==> src/rtl/mul_rs_sched_if.sv <==
// Station, execution-unit and CDB signals of the multiply/divide issue scheduler.
// master = scheduler side, slave = stations / unit / CDB arbiter side.
interface mul_rs_sched_if;
    logic [2:0]  rs_busy;
    logic [2:0]  rs_rdy1;
    logic [2:0]  rs_rdy2;
    logic [11:0] rs_func;
    logic [23:0] rs_op1;
    logic [23:0] rs_op2;
    logic [8:0]  rs_rob;
    logic [11:0] rs_rd;
    logic [15:0] ex_result;
    logic        cdb_gnt;

    logic        ex_start;
    logic [3:0]  ex_func;
    logic [7:0]  ex_op1;
    logic [7:0]  ex_op2;
    logic        sched_busy;
    logic        cdb_req;
    logic [15:0] cdb_data;
    logic [2:0]  cdb_rob;
    logic [3:0]  cdb_rd;
    logic [2:0]  rs_clr;

    modport master (
        input  rs_busy, rs_rdy1, rs_rdy2, rs_func, rs_op1, rs_op2, rs_rob, rs_rd,
        input  ex_result, cdb_gnt,
        output ex_start, ex_func, ex_op1, ex_op2, sched_busy,
        output cdb_req, cdb_data, cdb_rob, cdb_rd, rs_clr
    );

    modport slave (
        output rs_busy, rs_rdy1, rs_rdy2, rs_func, rs_op1, rs_op2, rs_rob, rs_rd,
        output ex_result, cdb_gnt,
        input  ex_start, ex_func, ex_op1, ex_op2, sched_busy,
        input  cdb_req, cdb_data, cdb_rob, cdb_rd, rs_clr
    );
endinterface

==> src/rtl/mul_rs_sched.sv <==
// Round-robin issue scheduler for the shared MUL/DIV unit: issue, latency timing, CDB writeback.
// Optional feature: define MUL_RS_SCHED_DIV_EN to make func 4'b0011 (divide) eligible with DIV_LAT.
module mul_rs_sched #(
    parameter int unsigned MUL_LAT = 6,
    parameter int unsigned DIV_LAT = 8
) (
    input  logic           clk1,
    input  logic           rst,
    mul_rs_sched_if.master bus
);

    localparam logic [3:0] FUNC_MUL = 4'b0010;
    localparam logic [3:0] MUL_CNT  = MUL_LAT[3:0];
`ifdef MUL_RS_SCHED_DIV_EN
    localparam logic [3:0] FUNC_DIV = 4'b0011;
    localparam logic [3:0] DIV_CNT  = DIV_LAT[3:0];
`endif

    if (MUL_LAT < 1 || MUL_LAT > 15 || DIV_LAT < 1 || DIV_LAT > 15) begin : g_bad_lat
        $error("mul_rs_sched: MUL_LAT and DIV_LAT must lie in 1..15");
    end

    typedef enum logic [1:0] {
        IDLE = 2'd0,
        EXEC = 2'd1,
        WB   = 2'd2
    } state_t;

    state_t      state_q, state_d;
    logic [1:0]  rr_q, rr_d;
    logic [1:0]  k_q, k_d;
    logic [3:0]  cnt_q, cnt_d;
    logic        ex_start_q, ex_start_d;
    logic [3:0]  ex_func_q, ex_func_d;
    logic [7:0]  ex_op1_q, ex_op1_d;
    logic [7:0]  ex_op2_q, ex_op2_d;
    logic [15:0] cdb_data_q, cdb_data_d;
    logic [2:0]  cdb_rob_q, cdb_rob_d;
    logic [3:0]  cdb_rd_q, cdb_rd_d;
    logic [2:0]  rs_clr_c;

    logic [3:0]  st_func [3];
    logic [7:0]  st_op1  [3];
    logic [7:0]  st_op2  [3];
    logic [2:0]  st_rob  [3];
    logic [3:0]  st_rd   [3];
    logic [2:0]  elig;
    logic        any_elig;
    logic [1:0]  cand0, cand1, cand2;
    logic [1:0]  sel;

    function automatic logic func_ok(input logic [3:0] f);
`ifdef MUL_RS_SCHED_DIV_EN
        return (f == FUNC_MUL) || (f == FUNC_DIV);
`else
        return f == FUNC_MUL;
`endif
    endfunction

    function automatic logic [1:0] rr_next(input logic [1:0] x);
        return (x == 2'd2) ? 2'd0 : x + 2'd1;
    endfunction

    always_comb begin
        for (int i = 0; i < 3; i++) begin
            st_func[i] = bus.rs_func[4*i +: 4];
            st_op1[i]  = bus.rs_op1[8*i +: 8];
            st_op2[i]  = bus.rs_op2[8*i +: 8];
            st_rob[i]  = bus.rs_rob[3*i +: 3];
            st_rd[i]   = bus.rs_rd[4*i +: 4];
            elig[i]    = bus.rs_busy[i] & bus.rs_rdy1[i] & bus.rs_rdy2[i] & func_ok(st_func[i]);
        end
    end

    // Search order starts at rr and wraps, so the last-served station has lowest priority.
    always_comb begin
        cand0    = rr_q;
        cand1    = rr_next(cand0);
        cand2    = rr_next(cand1);
        any_elig = |elig;
        if (elig[cand0]) begin
            sel = cand0;
        end else if (elig[cand1]) begin
            sel = cand1;
        end else begin
            sel = cand2;
        end
    end

    always_comb begin
        state_d    = state_q;
        rr_d       = rr_q;
        k_d        = k_q;
        cnt_d      = cnt_q;
        ex_start_d = 1'b0;
        ex_func_d  = ex_func_q;
        ex_op1_d   = ex_op1_q;
        ex_op2_d   = ex_op2_q;
        cdb_data_d = cdb_data_q;
        cdb_rob_d  = cdb_rob_q;
        cdb_rd_d   = cdb_rd_q;
        rs_clr_c   = 3'b000;

        unique case (state_q)
            IDLE: begin
                if (any_elig) begin
                    k_d        = sel;
                    rr_d       = rr_next(sel);
                    ex_start_d = 1'b1;
                    ex_func_d  = st_func[sel];
                    ex_op1_d   = st_op1[sel];
                    ex_op2_d   = st_op2[sel];
                    cdb_rob_d  = st_rob[sel];
                    cdb_rd_d   = st_rd[sel];
`ifdef MUL_RS_SCHED_DIV_EN
                    cnt_d      = (st_func[sel] == FUNC_DIV) ? DIV_CNT : MUL_CNT;
`else
                    cnt_d      = MUL_CNT;
`endif
                    state_d    = EXEC;
                end
            end
            EXEC: begin
                // The unit is combinational from the held operands, so its output is final here.
                if (cnt_q == 4'd1) begin
                    cdb_data_d = bus.ex_result;
                    cnt_d      = 4'd0;
                    state_d    = WB;
                end else begin
                    cnt_d = cnt_q - 4'd1;
                end
            end
            WB: begin
                if (bus.cdb_gnt) begin
                    rs_clr_c = 3'b001 << k_q;
                    state_d  = IDLE;
                end
            end
            default: begin
                state_d = IDLE;
            end
        endcase
    end

    always_ff @(posedge clk1) begin
        if (rst) begin
            state_q    <= IDLE;
            rr_q       <= 2'd0;
            k_q        <= 2'd0;
            cnt_q      <= 4'd0;
            ex_start_q <= 1'b0;
            ex_func_q  <= 4'd0;
            ex_op1_q   <= 8'd0;
            ex_op2_q   <= 8'd0;
            cdb_data_q <= 16'd0;
            cdb_rob_q  <= 3'd0;
            cdb_rd_q   <= 4'd0;
        end else begin
            state_q    <= state_d;
            rr_q       <= rr_d;
            k_q        <= k_d;
            cnt_q      <= cnt_d;
            ex_start_q <= ex_start_d;
            ex_func_q  <= ex_func_d;
            ex_op1_q   <= ex_op1_d;
            ex_op2_q   <= ex_op2_d;
            cdb_data_q <= cdb_data_d;
            cdb_rob_q  <= cdb_rob_d;
            cdb_rd_q   <= cdb_rd_d;
        end
    end

    assign bus.ex_start   = ex_start_q;
    assign bus.ex_func    = ex_func_q;
    assign bus.ex_op1     = ex_op1_q;
    assign bus.ex_op2     = ex_op2_q;
    assign bus.sched_busy = (state_q != IDLE);
    assign bus.cdb_req    = (state_q == WB);
    assign bus.cdb_data   = cdb_data_q;
    assign bus.cdb_rob    = cdb_rob_q;
    assign bus.cdb_rd     = cdb_rd_q;
    assign bus.rs_clr     = rs_clr_c;

endmodule

==> src/flat_wrapper.sv <==
// flat-port wrapper written by rule: the top's interface ports become plain ports
module mul_rs_sched_flat 
#(
    parameter int unsigned MUL_LAT = 6,
    parameter int unsigned DIV_LAT = 8
)
  (clk1, rst, bus_rs_busy, bus_rs_rdy1, bus_rs_rdy2, bus_rs_func, bus_rs_op1, bus_rs_op2, bus_rs_rob, bus_rs_rd, bus_ex_result, bus_cdb_gnt, bus_ex_start, bus_ex_func, bus_ex_op1, bus_ex_op2, bus_sched_busy, bus_cdb_req, bus_cdb_data, bus_cdb_rob, bus_cdb_rd, bus_rs_clr);
  mul_rs_sched_if bus_i ();
  input  logic clk1;
  input  logic rst;
  input wire logic [$bits(bus_i.rs_busy)-1:0] bus_rs_busy;
  input wire logic [$bits(bus_i.rs_rdy1)-1:0] bus_rs_rdy1;
  input wire logic [$bits(bus_i.rs_rdy2)-1:0] bus_rs_rdy2;
  input wire logic [$bits(bus_i.rs_func)-1:0] bus_rs_func;
  input wire logic [$bits(bus_i.rs_op1)-1:0] bus_rs_op1;
  input wire logic [$bits(bus_i.rs_op2)-1:0] bus_rs_op2;
  input wire logic [$bits(bus_i.rs_rob)-1:0] bus_rs_rob;
  input wire logic [$bits(bus_i.rs_rd)-1:0] bus_rs_rd;
  input wire logic [$bits(bus_i.ex_result)-1:0] bus_ex_result;
  input wire logic [$bits(bus_i.cdb_gnt)-1:0] bus_cdb_gnt;
  output wire logic [$bits(bus_i.ex_start)-1:0] bus_ex_start;
  output wire logic [$bits(bus_i.ex_func)-1:0] bus_ex_func;
  output wire logic [$bits(bus_i.ex_op1)-1:0] bus_ex_op1;
  output wire logic [$bits(bus_i.ex_op2)-1:0] bus_ex_op2;
  output wire logic [$bits(bus_i.sched_busy)-1:0] bus_sched_busy;
  output wire logic [$bits(bus_i.cdb_req)-1:0] bus_cdb_req;
  output wire logic [$bits(bus_i.cdb_data)-1:0] bus_cdb_data;
  output wire logic [$bits(bus_i.cdb_rob)-1:0] bus_cdb_rob;
  output wire logic [$bits(bus_i.cdb_rd)-1:0] bus_cdb_rd;
  output wire logic [$bits(bus_i.rs_clr)-1:0] bus_rs_clr;
  assign bus_i.rs_busy = bus_rs_busy;
  assign bus_i.rs_rdy1 = bus_rs_rdy1;
  assign bus_i.rs_rdy2 = bus_rs_rdy2;
  assign bus_i.rs_func = bus_rs_func;
  assign bus_i.rs_op1 = bus_rs_op1;
  assign bus_i.rs_op2 = bus_rs_op2;
  assign bus_i.rs_rob = bus_rs_rob;
  assign bus_i.rs_rd = bus_rs_rd;
  assign bus_i.ex_result = bus_ex_result;
  assign bus_i.cdb_gnt = bus_cdb_gnt;
  assign bus_ex_start = bus_i.ex_start;
  assign bus_ex_func = bus_i.ex_func;
  assign bus_ex_op1 = bus_i.ex_op1;
  assign bus_ex_op2 = bus_i.ex_op2;
  assign bus_sched_busy = bus_i.sched_busy;
  assign bus_cdb_req = bus_i.cdb_req;
  assign bus_cdb_data = bus_i.cdb_data;
  assign bus_cdb_rob = bus_i.cdb_rob;
  assign bus_cdb_rd = bus_i.cdb_rd;
  assign bus_rs_clr = bus_i.rs_clr;
  mul_rs_sched #(.MUL_LAT(MUL_LAT), .DIV_LAT(DIV_LAT)) u_core (.clk1(clk1), .rst(rst), .bus(bus_i));
endmodule
==> config.mk <==
export PLATFORM = sky130hd
export DESIGN_NAME = mul_rs_sched_flat
export DESIGN_NICKNAME = d
export VERILOG_FILES = /design/src/rtl/mul_rs_sched_if.sv /design/src/rtl/mul_rs_sched.sv /design/src/flat_wrapper.sv
export SDC_FILE = /design/constraint.sdc
export NUM_CORES = 1
export LEC_CHECK = 0
export BUFFER_PORTS_ARGS = -buffer_cell sky130_fd_sc_hd__buf_2
export CORE_ASPECT_RATIO = 1.25
export CORE_UTILIZATION = 40
export DETAILED_ROUTE_END_ITERATION = 6
export PLACE_DENSITY_LB_ADDON = 0.3
export SYNTH_ARGS = -nofsm -noshare
export SYNTH_HDL_FRONTEND = slang
export SYNTH_SLANG_ARGS = --single-unit
==> constraint.sdc <==
create_clock -name clk1 -period 2.1 [get_ports clk1]
set_input_delay 0 -clock clk1 [delete_from_list [all_inputs] [get_ports clk1]]
set_output_delay 0 -clock clk1 [all_outputs]
set_load 0.005 [all_outputs]
After elaboration in Yosys (flattened, before gate mapping)
Cells that the tools add are included.
{"block": "totals", "inputBits": 109, "regBits": 54, "wordCells": 85, "output_inout_bits": 49}
{"block": "op_classes", "n_mux": 34, "reduce_logical": 9, "shifts": 1, "eq_ne": 12, "bitwise_logic": 11, "n_lt_le_gt_ge": 3, "add_sub_neg": 4}
{"op": "binary-select mux 8 bit (select 2 bit)", "count": 2}
{"op": "2-to-1 mux 8 bit", "count": 4}
{"op": "2-to-1 mux 4 bit", "count": 6}
{"op": "binary-select mux 4 bit (select 2 bit)", "count": 2}
{"op": "2-to-1 mux 2 bit", "count": 8}
{"op": "== test 4 x 2 -> 1 bit, second input constant", "count": 3}
{"op": "2-to-1 mux 3 bit", "count": 4}
{"op": "bitwise AND 1 bit", "count": 9}
{"op": "== test 2 bit, second input constant", "count": 4}
{"op": "case mux 4 bit (2 select lines)", "count": 1}
{"op": "adder 2 x 1 -> 2 bit, second input constant", "count": 3}
{"op": "binary-select mux 3 bit (select 2 bit)", "count": 1}
{"op": "< comparator 2 x 3 -> 1 bit, second input constant", "count": 2}
{"op": "case mux 2 bit (3 select lines)", "count": 1}
{"op": "AND reduction 2 bit", "count": 3}
{"op": "binary-select mux 1 bit (select 2 bit)", "count": 2}
{"op": "== test 4 x 1 -> 1 bit, second input constant", "count": 1}
{"op": "inequality test 2 x 1 -> 1 bit, second input constant", "count": 2}
{"op": "nonzero test 2 bit", "count": 2}
{"op": "subtractor 4 x 1 -> 4 bit, second input constant", "count": 1}
{"op": "greater-or-equal comparator 3 bit, second input constant", "count": 1}
{"op": "2-to-1 mux 1 bit", "count": 3}
{"op": "inverter 2 -> 3 bit", "count": 1}
{"op": "AND reduction 3 bit", "count": 1}
{"op": "other kinds (7)", "count": 7}

Logic depth before layout (Yosys ltp)
{"block": "logic_depth", "ltp_word": 11, "depth_mapped": 9, "ltp_nobuf": 7}

Worst setup path after synthesis
OpenSTA, ideal clock, no wires.
{"block": "synth_timing", "path_kind": "input port to flip-flop", "startpoint": "input bus_rs_func[0]", "endpoint": "register u_core.ex_op1_q[0] (netlist: u_core.bus.ex_op1[0])", "n_path_buf": 4, "stages": 9, "required_ns": 2.021, "path_slack_ns": 0.219, "t_arrival_ns": 1.802, "setup_time_ns": 0.079, "path_cell_list": "or3b_1 > or2_1 > buf_6 > a31o_1 > buf_6 > or3_1 > buf_6 > buf_12 > o221ai_2"}
{"block": "synth_via", "elab_chain_len": 10, "word_cells_on_any_way": 14, "cone_classes": "eq/ne (1); mux (9); bitwise (2); reduce/logical (2)"}
{"item": "start: declaration", "line": "flat_wrapper.sv:14", "source": "input wire logic [$bits(bus_i.rs_func)-1:0] bus_rs_func;"}
{"item": "== test 4 x 2 -> 1 bit *", "line": "mul_rs_sched.sv:56", "source": "return f == FUNC_MUL;"}
{"item": "bitwise AND 1 bit *", "line": "mul_rs_sched.sv:71", "source": "elig[i] = bus.rs_busy[i] & bus.rs_rdy1[i] & bus.rs_rdy2[i] & func_ok(st_func[i]);"}
{"item": "binary-select mux 1 bit (select 2 bit)", "line": "mul_rs_sched.sv:83", "source": "end else if (elig[cand1]) begin"}
{"item": "2-to-1 mux 1 bit (implied by the code)", "line": "mul_rs_sched.sv:83"}
{"item": "2-to-1 mux 2 bit", "line": "mul_rs_sched.sv:83"}
{"item": "2-to-1 mux 2 bit", "line": "mul_rs_sched.sv:81", "source": "if (elig[cand0]) begin"}
{"item": "inverter 2 -> 3 bit (implied by the code)", "line": "mul_rs_sched.sv:111", "source": "ex_op1_d = st_op1[sel];"}
{"item": "binary-select mux 8 bit (select 2 bit)", "line": "mul_rs_sched.sv:111"}
{"item": "2-to-1 mux 8 bit (implied by the code) (2 in a row)", "line": "mul_rs_sched.sv:111"}
{"item": "end signal: assignment", "line": "mul_rs_sched.sv:165", "source": "ex_op1_q <= ex_op1_d;"}
{"item": "end: declaration", "line": "mul_rs_sched.sv:35", "source": "logic [7:0] ex_op1_q, ex_op1_d;"}
Every way passes the cells marked *; elsewhere a longest branch is shown, timed or not. The select of a mux whose other input is x is not followed.
A chain may end at the register's enable or synchronous reset.

Final worst setup path
{"block": "layout_timing", "startpoint": "register u_core.rr_q[1] (netlist: u_core.cand0[1])", "endpoint": "register u_core.ex_op2_q[2] (netlist: u_core.bus.ex_op2[2])"}
{"block": "layout_via", "elab_chain_len": 10, "word_cells_on_any_way": 16, "cone_classes": "add/sub (2); eq/ne (2); mux (11); bitwise (1)"}
{"item": "start: declaration", "line": "mul_rs_sched.sv:30", "source": "logic [1:0] rr_q, rr_d;"}
{"item": "start signal: assignment", "line": "mul_rs_sched.sv:160", "source": "rr_q <= rr_d;"}
{"item": "adder 2 x 1 -> 2 bit / == test 2 bit (equally long branches)", "line": "mul_rs_sched.sv:61", "source": "return (x == 2'd2) ? 2'd0 : x + 2'd1;"}
{"item": "2-to-1 mux 2 bit", "line": "mul_rs_sched.sv:61"}
{"item": "adder 2 x 1 -> 2 bit (tied with other cells)", "line": "mul_rs_sched.sv:61"}
{"item": "2-to-1 mux 2 bit / 2-to-1 mux 1 bit (equally long branches)", "line": "mul_rs_sched.sv:61, mul_rs_sched.sv:83"}
{"item": "2-to-1 mux 2 bit", "line": "mul_rs_sched.sv:83"}
{"item": "2-to-1 mux 2 bit *", "line": "mul_rs_sched.sv:81"}
{"item": "inverter 2 -> 3 bit (implied by the code) *", "line": "mul_rs_sched.sv:112", "source": "ex_op2_d = st_op2[sel];"}
{"item": "binary-select mux 8 bit (select 2 bit) *", "line": "mul_rs_sched.sv:112"}
{"item": "2-to-1 mux 8 bit (implied by the code) * (2 in a row)", "line": "mul_rs_sched.sv:112"}
{"item": "end signal: assignment", "line": "mul_rs_sched.sv:166", "source": "ex_op2_q <= ex_op2_d;"}
{"item": "end: declaration", "line": "mul_rs_sched.sv:36", "source": "logic [7:0] ex_op2_q, ex_op2_d;"}
Marked as above.

==> reports/summary.log <==
qor: logic_synthesis.synthArstFlopShare 0%
qor: floorplanning.floorplan.initialDensity 42.4%
qor: final_layout.stdcell_count 629
qor: place.finalWeightedCongestion 0.879
qor: route.totalWireLength 9470 um
qor: clock_network.cts-htree-levels 2
qor: logic_synthesis.mappedNetlistNets 421
qor: floorplanning.die-area 0.00743 mm^2
qor: route.detailedRoute.firstPassIterationCount 4
qor: critical_path.terminus_of_the_critical_flop_to_flop_path u_core.bus.ex_op2[2]$_SDFFE_PP0P_
qor: sta.slew_viol_final 0
qor: clock_network.clk_path_buf_depth 2
qor: critical_path.r2r_cells 8
qor: sta.hold_ws 0.00303 ns
qor: logic_synthesis.synth-compound-area-share 22.8%
qor: grt.maximum_number_of_pins_on_one_net_before_global_route_repair 33
qor: logic_synthesis.yosys.area_share.simple 20.2%
qor: critical_path.element_type_at_the_critical_path_end flop
qor: grt.gr_ovfl_total 0
qor: logic_synthesis.synth-edff-count 0
qor: logic_synthesis.synth_top_cell_area_share 38.1%
qor: place.post-dp-hpwl 5590 um
qor: clock_network.cts_made_buffers 5
qor: clock_network.cts_num_sinks 54
qor: critical_path.critPathKind reg -> reg
qor: final_layout.antenna_cell_count 0
qor: clock_network.root_buf_cell sky130_fd_sc_hd__clkbuf_8
qor: final_layout.drive_above_1_share 38.0%
qor: place.dp_slack 0.0554 ns
qor: grt.antenna_found_initial 0
qor: critical_path.worst-endpoint-required 2.30 ns
qor: sta.max_freq 0.493 GHz
qor: logic_synthesis.arithmetic_cell_share_of_the_synthesized_area_counting_full_adders_half_adders_and_majority_gates 0.882%
qor: critical_path.ff2ff_setup_slack 0.07 ns
qor: hold_path.startpoint_of_the_most_critical_hold_path bus_rs_op1[12]
qor: logic_synthesis.synth_most_common_cell sky130_fd_sc_hd__dfxtp_1
qor: logic_synthesis.yosys.area.top_type sky130_fd_sc_hd__dfxtp_1
qor: logic_synthesis.postSynthRegisterBits 54
qor: critical_path.crit_path_max_fanout 9
qor: floorplanning.io-pin-count 158
qor: logic_synthesis.synth-seq-area-share 38.1%
qor: clock_network.cts_tree done
qor: sta.slew_headroom 60.6%
qor: logic_synthesis.ys_warn_count 0
qor: logic_synthesis.synth.area.top_cells sky130_fd_sc_hd__dfxtp_1 (38%), sky130_fd_sc_hd__o221ai_2 (11%), sky130_fd_sc_hd__mux2i_1 (8.5%)
qor: sta.period_share 96.7%
qor: hold_path.min_to u_core.bus.ex_op1[4]$_SDFFE_PP0P_
qor: route.via_count 3229
qor: sta.final-setup-viol-count 0
qor: logic_synthesis.largest_family_of_logic_cells_by_synthesized_area compound AO/OA/AOI/OAI gates
qor: grt.grt_use_total 25.6%
qor: hold_path.timing.hold.worst_path_depth 3
qor: floorplanning.die_w 77.3 um
qor: outcome.outcome completed
qor: final_layout.areaGrowthSynthToFinish 62.6%
qor: sta.max_slew.worst_pin.slew 0.590 ns
qor: hold_path.hold_path.class in -> reg
qor: floorplanning.site_row_count 33
qor: sta.final_count_of_hold_timing_violations 0
qor: critical_path.timing.rr.start u_core.cand0[1]$_SDFFE_PP0P_
qor: clock_network.clk_pin_slew_worst_paths 0.11 ns
qor: run.timing.max_cap.violations 0
qor: logic_synthesis.post_synth_inst_count 310
qor: route.avgRoutedWirePerCell 15.0 um
qor: logic_synthesis.yosys.cell_types.count 42
qor: place.placement.io_buffers 157
qor: grt.grt_pass1_vias 3323
qor: route.drt_drc_violations_left 0
qor: place.cell_area_after_placement 0.00369 mm^2
qor: logic_synthesis.synth_commonest_cells sky130_fd_sc_hd__dfxtp_1 (54), sky130_fd_sc_hd__nand2_1 (44), sky130_fd_sc_hd__a21oi_1 (29)
qor: place.placed_cells_incl_taps 540
qor: power_and_ir_drop.p_per_area 434 mW/mm^2
qor: sta.final_critical_path_setup_slack 0.0698 ns
qor: final_layout.post_route_standard_cell_area_excluding_fillers 0.00461 mm^2
qor: floorplanning.chip_height 96.2 um
qor: logic_synthesis.synthesized_area_per_cell 9.15 um^2
qor: floorplanning.design.core.area 0.00669 mm^2
qor: route.route.antenna.remaining_nets 0
qor: critical_path.critPathArrivalTime 2.24 ns
qor: critical_path.critical_path.startpoint_type flop
qor: sta.final_period_minus_worst_setup_slack 2.03 ns
qor: logic_synthesis.postSynth.topFlopCell sky130_fd_sc_hd__dfxtp_1
qor: logic_synthesis.synth.area.mux_share 8.47%
qor: critical_path.critical_path_origin u_core.cand0[1]$_SDFFE_PP0P_
qor: sta.worst_clock_skew 0.00685 ns
qor: power_and_ir_drop.cellLeakagePower 2.21 nW
qor: route.detail_route.iter0.violations 149
qor: final_layout.design.final.nets 652
qor: route.viasPerCell 5.13
qor: clock_network.clock_latency_reported_for_the_late_side_of_the_worst_skew_pair 0.31 ns
qor: power_and_ir_drop.worst_ir_drop_vdd 339 uV
qor: logic_synthesis.synth.cell_area 0.00284 mm^2
qor: logic_synthesis.xor_xnor_share_of_the_synthesized_area 0%
qor: grt.global_route_wire_length_before_repair 14900 um
==> repair_timing <==
action / in CTS / in global routing
hold endpoints to repair: 39 / 0
endpoints found under the setup margin: 0 / 12
hold buffers: 78 / 0
setup buffers: 0 / 3
gates resized for setup: 0 / 3
==> final cells by class <==
cell class / instances / area (um^2)
well taps: 87 / 109
clock buffers: 5 / 68.8
multi-input cells: 204 / 1500
fillers: 532 / 2080
clock inverters: 3 / 28.8
inverters: 27 / 101
repair buffers: 249 / 1720
flip-flops and latches: 54 / 1080
==> worst max-delay path: stages, from the launching register on <==
cell	delay, ns
sky130_fd_sc_hd__dfxtp_1	0.35
sky130_fd_sc_hd__buf_4	0.16
sky130_fd_sc_hd__nor2_2	0.05
sky130_fd_sc_hd__o21ai_2	0.14
sky130_fd_sc_hd__buf_4	0.17
sky130_fd_sc_hd__buf_12	0.15
sky130_fd_sc_hd__mux2i_1	0.22
sky130_fd_sc_hd__dlygate4sd3_1	0.59
sky130_fd_sc_hd__o221ai_2	0.08
==> metrics by stage <==
stage / TNS (ns) / power [W] / utilization [%]
after CTS: 0 / 0.00202 / 68.3
after global placement: 0 / 0.00127 / 55.1
after floorplan: 0 / 0.00115 / -
after global routing: -0.00118 / 0.00209 / 69.0
final: 0 / 0.00200 / 69.0
after detailed placement: 0 / 0.00127 / 55.1
==> power by group <==
part / internal [W] / switching (W) / total [W]
registers: 0.00103 / 0.00000667 / 0.00104
clock network: 0.000250 / 0.000377 / 0.000627
logic: 0.000212 / 0.000123 / 0.000335
==> registers in the layout, indices dropped and copies added, names as in the netlist <==
name                 cells
u_core.bus.ex_start      1
u_core.k_q               2
u_core.bus.ex_op1        8
u_core.bus.ex_func       4
u_core.bus.cdb_data     16
u_core.bus.ex_op2        8
u_core.cnt_q             4
u_core.bus.cdb_rd        4
u_core.state_q           2
u_core.cand0             2
u_core.bus.cdb_rob       3
==> cells in the final DEF, fill, tap and decap left out, types with 4 or more instances in the layout <==
| cell | n |
|---|---|
| sky130_fd_sc_hd__clkbuf_8 | 5 |
| sky130_fd_sc_hd__or3_1 | 5 |
| sky130_fd_sc_hd__buf_2 | 157 |
| sky130_fd_sc_hd__nor3b_1 | 5 |
| sky130_fd_sc_hd__nor2_1 | 6 |
| sky130_fd_sc_hd__dlygate4sd3_1 | 77 |
| sky130_fd_sc_hd__nand2_1 | 44 |
| sky130_fd_sc_hd__mux2i_1 | 24 |
| sky130_fd_sc_hd__o221ai_2 | 20 |
| sky130_fd_sc_hd__nand3b_1 | 23 |
| sky130_fd_sc_hd__dfxtp_1 | 53 |
| sky130_fd_sc_hd__nor3_1 | 4 |
| sky130_fd_sc_hd__inv_1 | 27 |
| sky130_fd_sc_hd__a21oi_1 | 29 |
| sky130_fd_sc_hd__buf_4 | 11 |
==> cell families (layout without fill, tap and decap cells) <==
logic type      count (synthesis)  after routing
mux                            24             24
flops                          54             54
compound gates                 72             72
simple gates                  106            106
buf+inv                        52            284
fa+ha+maj                       2              2
==> routing by layer <==
layer	share of wire, %	track usage (%)
met1	37	25.4
met2	54	50.1
met3	4.7	4.45
met4	4.4	14.3
met5	0	0
==> worst max path at each step <==
stage,endpoint,slack (ns),depth (start not counted)
floorplan,u_core.bus.ex_op1[0]$_SDFFE_PP0P_,0.22,9
global placement,u_core.bus.cdb_rob[0]$_SDFFE_PP0P_,0.15,7
detailed placement,u_core.bus.cdb_rob[0]$_SDFFE_PP0P_,0.06,7
CTS,u_core.bus.ex_op2[0]$_SDFFE_PP0P_,0.09,7
global route,u_core.bus.ex_op2[2]$_SDFFE_PP0P_,-0.001,8
finish,u_core.bus.ex_op2[2]$_SDFFE_PP0P_,0.07,8
(Power assumes the default switching activity.)
